--- src/rtl/bcd_pkg.sv ---
// -----------------------------------------------------------------------------
// bcd_pkg
// Shared definitions for the BCD-to-binary converter:
//   - converter FSM state encoding (IDLE / CONV / FIN)
//   - default digit count NDIG and binary width BW
//   - BCD digit width DIG_W and the reverse double-dabble correction constants
//   - digit_invalid(): true for a 4-bit code that is not a decimal digit
// -----------------------------------------------------------------------------
package bcd_pkg;

    localparam int NDIG  = 3;
    localparam int BW    = 10;
    localparam int DIG_W = 4;

    // After each right shift, a digit that received a carried-in bit from the
    // digit above holds value+8; subtracting 3 turns that 8 into the decimal 5
    // that the shifted-in tens bit is actually worth.
    localparam logic [DIG_W-1:0] ADJ_THR = 4'd8;
    localparam logic [DIG_W-1:0] ADJ_AMT = 4'd3;
    localparam logic [DIG_W-1:0] MAX_DIG = 4'd9;

    typedef enum logic [1:0] {
        IDLE = 2'd0,
        CONV = 2'd1,
        FIN  = 2'd2
    } state_t;

    function automatic logic digit_invalid(input logic [DIG_W-1:0] d);
        return (d > MAX_DIG);
    endfunction

endpackage

--- src/rtl/bcd_digit_adj.sv ---
// -----------------------------------------------------------------------------
// bcd_digit_adj
// Combinational correction cell for one BCD digit of the reverse double-dabble
// converter: if the digit is >= 8, subtract 3; otherwise pass it through.
//
// Ports:
//   d_i  in   DIG_W  digit value after the right shift
//   d_o  out  DIG_W  corrected digit value
// -----------------------------------------------------------------------------
module bcd_digit_adj
    import bcd_pkg::*;
(
    input  logic [DIG_W-1:0] d_i,
    output logic [DIG_W-1:0] d_o
);

    assign d_o = (d_i >= ADJ_THR) ? (d_i - ADJ_AMT) : d_i;

endmodule

--- src/rtl/bcd_bin.sv ---
// -----------------------------------------------------------------------------
// bcd_bin
// Sequential packed-BCD to unsigned binary converter using the iterative
// reverse double-dabble algorithm (shift right, then subtract 3 from every
// BCD digit >= 8). A one-cycle start strobe in IDLE launches a conversion of
// BW shifts; the result is registered and held until the next completion.
//
// Optional build macro: BCD_BIN_CHECK_EN
//   When defined, adds output err. Any non-decimal digit at load time marks
//   the conversion bad; it still runs full length, but on completion bin is
//   forced to 0 and err is set. err holds until the next done or reset.
//
// Ports:
//   clk   in   1        rising-edge clock
//   rst   in   1        asynchronous active-high reset
//   St    in   1        start strobe, sampled only in IDLE
//   bcd   in   4*NDIG   packed BCD, most significant digit in the top nibble
//   bin   out  BW       converted result, registered, held between conversions
//   busy  out  1        high while shifting (CONV state)
//   done  out  1        one-cycle pulse when bin is updated
//   err   out  1        (BCD_BIN_CHECK_EN only) last result came from bad BCD
//
// BW must satisfy 2^BW > 10^NDIG - 1 so that every valid input fits.
// -----------------------------------------------------------------------------
module bcd_bin
    import bcd_pkg::*;
#(
    parameter int NDIG = bcd_pkg::NDIG,
    parameter int BW   = bcd_pkg::BW
) (
    input  logic                  clk,
    input  logic                  rst,
    input  logic                  St,
    input  logic [DIG_W*NDIG-1:0] bcd,
    output logic [BW-1:0]         bin,
    output logic                  busy,
    output logic                  done
`ifdef BCD_BIN_CHECK_EN
    ,
    output logic                  err
`endif
);

    localparam int DW = DIG_W * NDIG;
    localparam int CW = $clog2(BW + 1);

    state_t          state_q, state_d;
    logic [DW-1:0]   bcd_sr_q, bcd_sr_d;
    logic [BW-1:0]   bin_sr_q, bin_sr_d;
    logic [BW-1:0]   bin_q, bin_d;
    logic [CW-1:0]   cnt_q, cnt_d;
    logic            done_q, done_d;

    // One step of the algorithm: shift the concatenation right by one, then
    // correct every digit of the upper (BCD) part.
    logic [DW-1:0]   shifted_bcd;
    logic [BW-1:0]   shifted_bin;
    logic [DW-1:0]   adj_bcd;

    assign {shifted_bcd, shifted_bin} = {bcd_sr_q, bin_sr_q} >> 1;

    for (genvar g = 0; g < NDIG; g++) begin : g_adj
        bcd_digit_adj u_adj (
            .d_i (shifted_bcd[g*DIG_W +: DIG_W]),
            .d_o (adj_bcd[g*DIG_W +: DIG_W])
        );
    end

`ifdef BCD_BIN_CHECK_EN
    logic bad_q, bad_d;
    logic err_q, err_d;
    logic any_bad;

    always_comb begin
        any_bad = 1'b0;
        for (int i = 0; i < NDIG; i++) begin
            if (digit_invalid(bcd[i*DIG_W +: DIG_W])) begin
                any_bad = 1'b1;
            end
        end
    end
`endif

    // Next-state and datapath updates
    always_comb begin
        state_d  = state_q;
        bcd_sr_d = bcd_sr_q;
        bin_sr_d = bin_sr_q;
        bin_d    = bin_q;
        cnt_d    = cnt_q;
        done_d   = 1'b0;
`ifdef BCD_BIN_CHECK_EN
        bad_d    = bad_q;
        err_d    = err_q;
`endif

        case (state_q)
            IDLE: begin
                if (St) begin
                    bcd_sr_d = bcd;
                    bin_sr_d = '0;
                    cnt_d    = '0;
`ifdef BCD_BIN_CHECK_EN
                    bad_d    = any_bad;
`endif
                    state_d  = CONV;
                end
            end

            CONV: begin
                bcd_sr_d = adj_bcd;
                bin_sr_d = shifted_bin;
                cnt_d    = cnt_q + 1'b1;
                // cnt_q counts completed shifts; this cycle performs shift cnt_q+1
                if (cnt_q == CW'(BW - 1)) begin
                    state_d = FIN;
                end
            end

            FIN: begin
`ifdef BCD_BIN_CHECK_EN
                bin_d = bad_q ? '0 : bin_sr_q;
                err_d = bad_q;
`else
                bin_d = bin_sr_q;
`endif
                done_d  = 1'b1;
                state_d = IDLE;
            end

            default: begin
                state_d = IDLE;
            end
        endcase
    end

    // State and data registers; reset aborts any conversion and clears the result
    always_ff @(posedge clk or posedge rst) begin
        if (rst) begin
            state_q  <= IDLE;
            bcd_sr_q <= '0;
            bin_sr_q <= '0;
            bin_q    <= '0;
            cnt_q    <= '0;
            done_q   <= 1'b0;
        end else begin
            state_q  <= state_d;
            bcd_sr_q <= bcd_sr_d;
            bin_sr_q <= bin_sr_d;
            bin_q    <= bin_d;
            cnt_q    <= cnt_d;
            done_q   <= done_d;
        end
    end

`ifdef BCD_BIN_CHECK_EN
    always_ff @(posedge clk or posedge rst) begin
        if (rst) begin
            bad_q <= 1'b0;
            err_q <= 1'b0;
        end else begin
            bad_q <= bad_d;
            err_q <= err_d;
        end
    end

    assign err = err_q;
`endif

    assign bin  = bin_q;
    assign done = done_q;
    assign busy = (state_q == CONV);

endmodule

--- config.mk ---
export PLATFORM = sky130hd
export DESIGN_NAME = bcd_bin
export DESIGN_NICKNAME = d
export VERILOG_FILES = /design/src/rtl/bcd_pkg.sv /design/src/rtl/bcd_digit_adj.sv /design/src/rtl/bcd_bin.sv
export SDC_FILE = /design/constraint.sdc
export NUM_CORES = 1
export LEC_CHECK = 0
export CELL_PAD_IN_SITES_DETAIL_PLACEMENT = 1
export CELL_PAD_IN_SITES_GLOBAL_PLACEMENT = 1
export CORE_UTILIZATION = 42
export CTS_CLUSTER_SIZE = 20
export DETAILED_ROUTE_END_ITERATION = 8
export PLACE_DENSITY_LB_ADDON = 0.12
export SYNTH_ARGS = -nofsm -noshare
export SYNTH_HDL_FRONTEND = slang
export SYNTH_SLANG_ARGS = --single-unit
--- constraint.sdc ---
create_clock -name clk -period 1.55 [get_ports clk]
set_input_delay 0.3875 -clock clk [delete_from_list [all_inputs] [get_ports clk]]
set_output_delay 0.3875 -clock clk [all_outputs]
set_load 0.02 [all_outputs]
==> results.sh <==
export IMPL_synth_top_area_cell="sky130_fd_sc_hd__dfrtp_1"
export IMPL_drc=0
export IMPL_gr_usage_all_layers_pct=21.7
export IMPL_worst_clock_skew_ps=9.15
export IMPL_place_congestion=0.758
export IMPL_layout_worst_path_cycle_share_pct=91.3
export IMPL_post_synth_main_area_contributors="sky130_fd_sc_hd__dfrtp_1 (54%), sky130_fd_sc_hd__mux2_2 (6.2%), sky130_fd_sc_hd__a22o_1 (4.3%)"
export IMPL_mostFrequentLayoutCell="sky130_fd_sc_hd__dfrtp_1"
export IMPL_buffers_added_on_ports=26
export IMPL_hold_viol_final=0
export IMPL_clock_sinks=39
export IMPL_drt_first_iter_violations=62
export IMPL_cellPowerDensity_nw_per_um2=1910
export IMPL_worstHoldPathType="input pin to async pin"
export IMPL_ant_nets=0
export IMPL_chipWidth_um=67.7
export IMPL_avgViaCountPerCell=5.37
export IMPL_power_ir_vdd_worst_v=0.000684
export IMPL_finalSetupViolCount=0
export IMPL_hpwlAfterDp_mm=3.03
export IMPL_routed_wirelength_mm=4.30
export IMPL_ctsLongestPathBuffers=2
export IMPL_worstSetupPathType="flop to primary output"
export IMPL_max_clock_freq_mhz=707
export IMPL_synth_area_um2=1810
export IMPL_end_kind="primary output"
export IMPL_maxCapViolCount=0
export IMPL_overflow=0
export IMPL_grt_first_pass_wirelength_mm=6.98
export IMPL_worstPathMaxFanout=2
export IMPL_htree_levels=2
export IMPL_number_of_warnings_reported_in_the_yosys_synthesis_log=0
export IMPL_max_slew_margin_rel_pct=81.4
export IMPL_postSynthNetCount=175
export IMPL_ys_types=31
export IMPL_numPlacedInstances=233
export IMPL_cts_reportedPaths_clkPinSlew_ps=80
export IMPL_cp_arrival_ps=1030
export IMPL_grt_start_max_net_pins=40
export IMPL_number_of_antenna_violations_at_the_first_check_in_global_routing=0
export IMPL_synth_seq_cells=39
export IMPL_mostFrequentLayoutCells="sky130_fd_sc_hd__dfrtp_1 (39), sky130_fd_sc_hd__clkdlybuf4s50_1 (14), sky130_fd_sc_hd__nand2_1 (11), sky130_fd_sc_hd__dlygate4sd2_1 (11), sky130_fd_sc_hd__buf_4 (11)"
export IMPL_synth_largest_type_area_fraction_pct=53.8
export IMPL_cts_hold_buf=0
export IMPL_cts_resized_gates=14
export IMPL_postSynthCellCount=154
export IMPL_n_antenna_cell=0
export IMPL_total_leakage_power_nw=1.14
export IMPL_startpoint_type="flop"
export IMPL_drt_pass1_iter_count=4
export IMPL_post_route_cells_drive_above_1_share_pct=18.3
export IMPL_tritoncts="built"
export IMPL_route_vias_total=1295
export IMPL_drt_wirelength_per_cell_um=17.9
export IMPL_setup_tns_final_ps=0
export IMPL_clockRootBuffer="sky130_fd_sc_hd__clkbuf_8"
export IMPL_setup_repair_after_global_routing_missed_its_margin="no"
export IMPL_nets=211
export IMPL_die_height_um=67.7
export IMPL_floorplan_initialDensity_pct=44.4
export IMPL_yosysSeqAreaShare_pct=53.8
export IMPL_number_of_global_route_vias_before_repair=1378
export IMPL_postSynthAreaPerCell_um2=11.8
export IMPL_result_of_the_run="completed"
export IMPL_post_cts_buffers=0
export IMPL_flow_area_growth_from_synthesis_pct=25.4
export IMPL_required_time_of_the_critical_path_ps=1160
export IMPL_core_area_um2=4090
export IMPL_timing_final_max_slew_violations=0
export IMPL_finalNonFillerCells=241
export IMPL_timing_worst_slew_pin_value_ps=279
export IMPL_tritoncts_num_buffers=5
export IMPL_insertion_delay_ps=290
export IMPL_min_period_ps=1410
export IMPL_rows=23
export IMPL_io_pins=27
export IMPL_design_die_area_um2=4590
## worst max-delay path, stage by stage, from the launching register on
cell and delay (ps):
sky130_fd_sc_hd__dfrtp_1 380, sky130_fd_sc_hd__nand2b_4 140, sky130_fd_sc_hd__inv_2 50, sky130_fd_sc_hd__buf_2 150
## area by class of cell
type                            instances  area (µm²)
Fill cell                             431        1810
Inverter                               11        41.3
Sequential cell                        39         976
Clock buffer                            6        82.6
Clock inverter                          2        35.0
Multi-Input combinational cell         95         733
Tap cell                               50        62.6
Timing Repair Buffer                   38         344
## power by group
part           switching, W  leakage, nW  internal [W]
Combinational      0.000881        0.574      0.000828
Clock              0.000355       0.0612      0.000521
Sequential         0.000333        0.503       0.00142
## metal layers
metal	vias to the layer above	routed length, µm	GRT usage (%)
met5	-	0	0
met2	24	2250	37.0
met4	0	93	10.4
met3	9	143	3.89
met1	648	1820	26.1
li1	614	-	-
## path summary, 6_finish.rpt
path                        startpoint           to  slack [ps]  cells after the start
max                         state_q[1]         busy         140                      3
min                                rst       bin[7]         450                      3
max reg2reg                 state_q[0]       bin[1]         140                      3
min reg2reg                bcd_sr_q[9]  bcd_sr_q[9]         510                      2
max in group asynchronous          rst  bin_sr_q[3]         890                      3
min in group clk           bcd_sr_q[9]  bcd_sr_q[9]         510                      2
## logic make-up (layout without fill, tap and decap cells)
family	Yosys count	after routing	share of synthesized area (%)
flip-flops	39	39	53.8
AO/OA/AOI/OAI	43	43	17.5
XOR/XNOR	4	4	1.93
AND/OR/NAND/NOR	32	32	10.6
adder cells (fa/ha/maj)	6	6	4.14
multiplexers	10	10	6.21
buffers and inverters	20	57	5.79
## per-stage QoR
stage | instance area (µm²) | worst slack (ps) | power [W] | hold WS (ps) | util [%]
finish | 2270 | 135 | 0.00434 | 450 | 55.7
global route | 2270 | 60.7 | 0.00465 | 482 | 55.7
CTS | 2280 | 27.0 | 0.00440 | 468 | 55.8
detailed placement | 2180 | -89.5 | 0.00357 | 488 | 53.2
global placement | 2180 | -50.6 | 0.00342 | 467 | 53.2
floorplan | 1810 | 273 | 0.00290 | 450 | -
## synth_stat cells, drive strengths merged
cell     n
a22oi    1
and3b    3
a21oi    8
nand2b   2
a222oi   2
mux2    10
ha       6
o22ai    3
o21bai   3
a32o     1
o211a    2
nor4bb   2
buf      9
inv     11
nor2b    6
xnor2    4
and4     1
a41oi    2
nand3    1
a22o     9
nor2     5
nor3b    1
o211ai   1
dfrtp   39
a31oi    1
o22a     2
nand2   11
o21ai    8
## flip-flops by register name, summed over array words and instances (netlist names)
name and flops:
bcd_sr_q 12, bin 10, bin_sr_q 10, cnt_q 4, state_q 2, done 1
No activity file was read; power rests on OpenSTA's default activity.
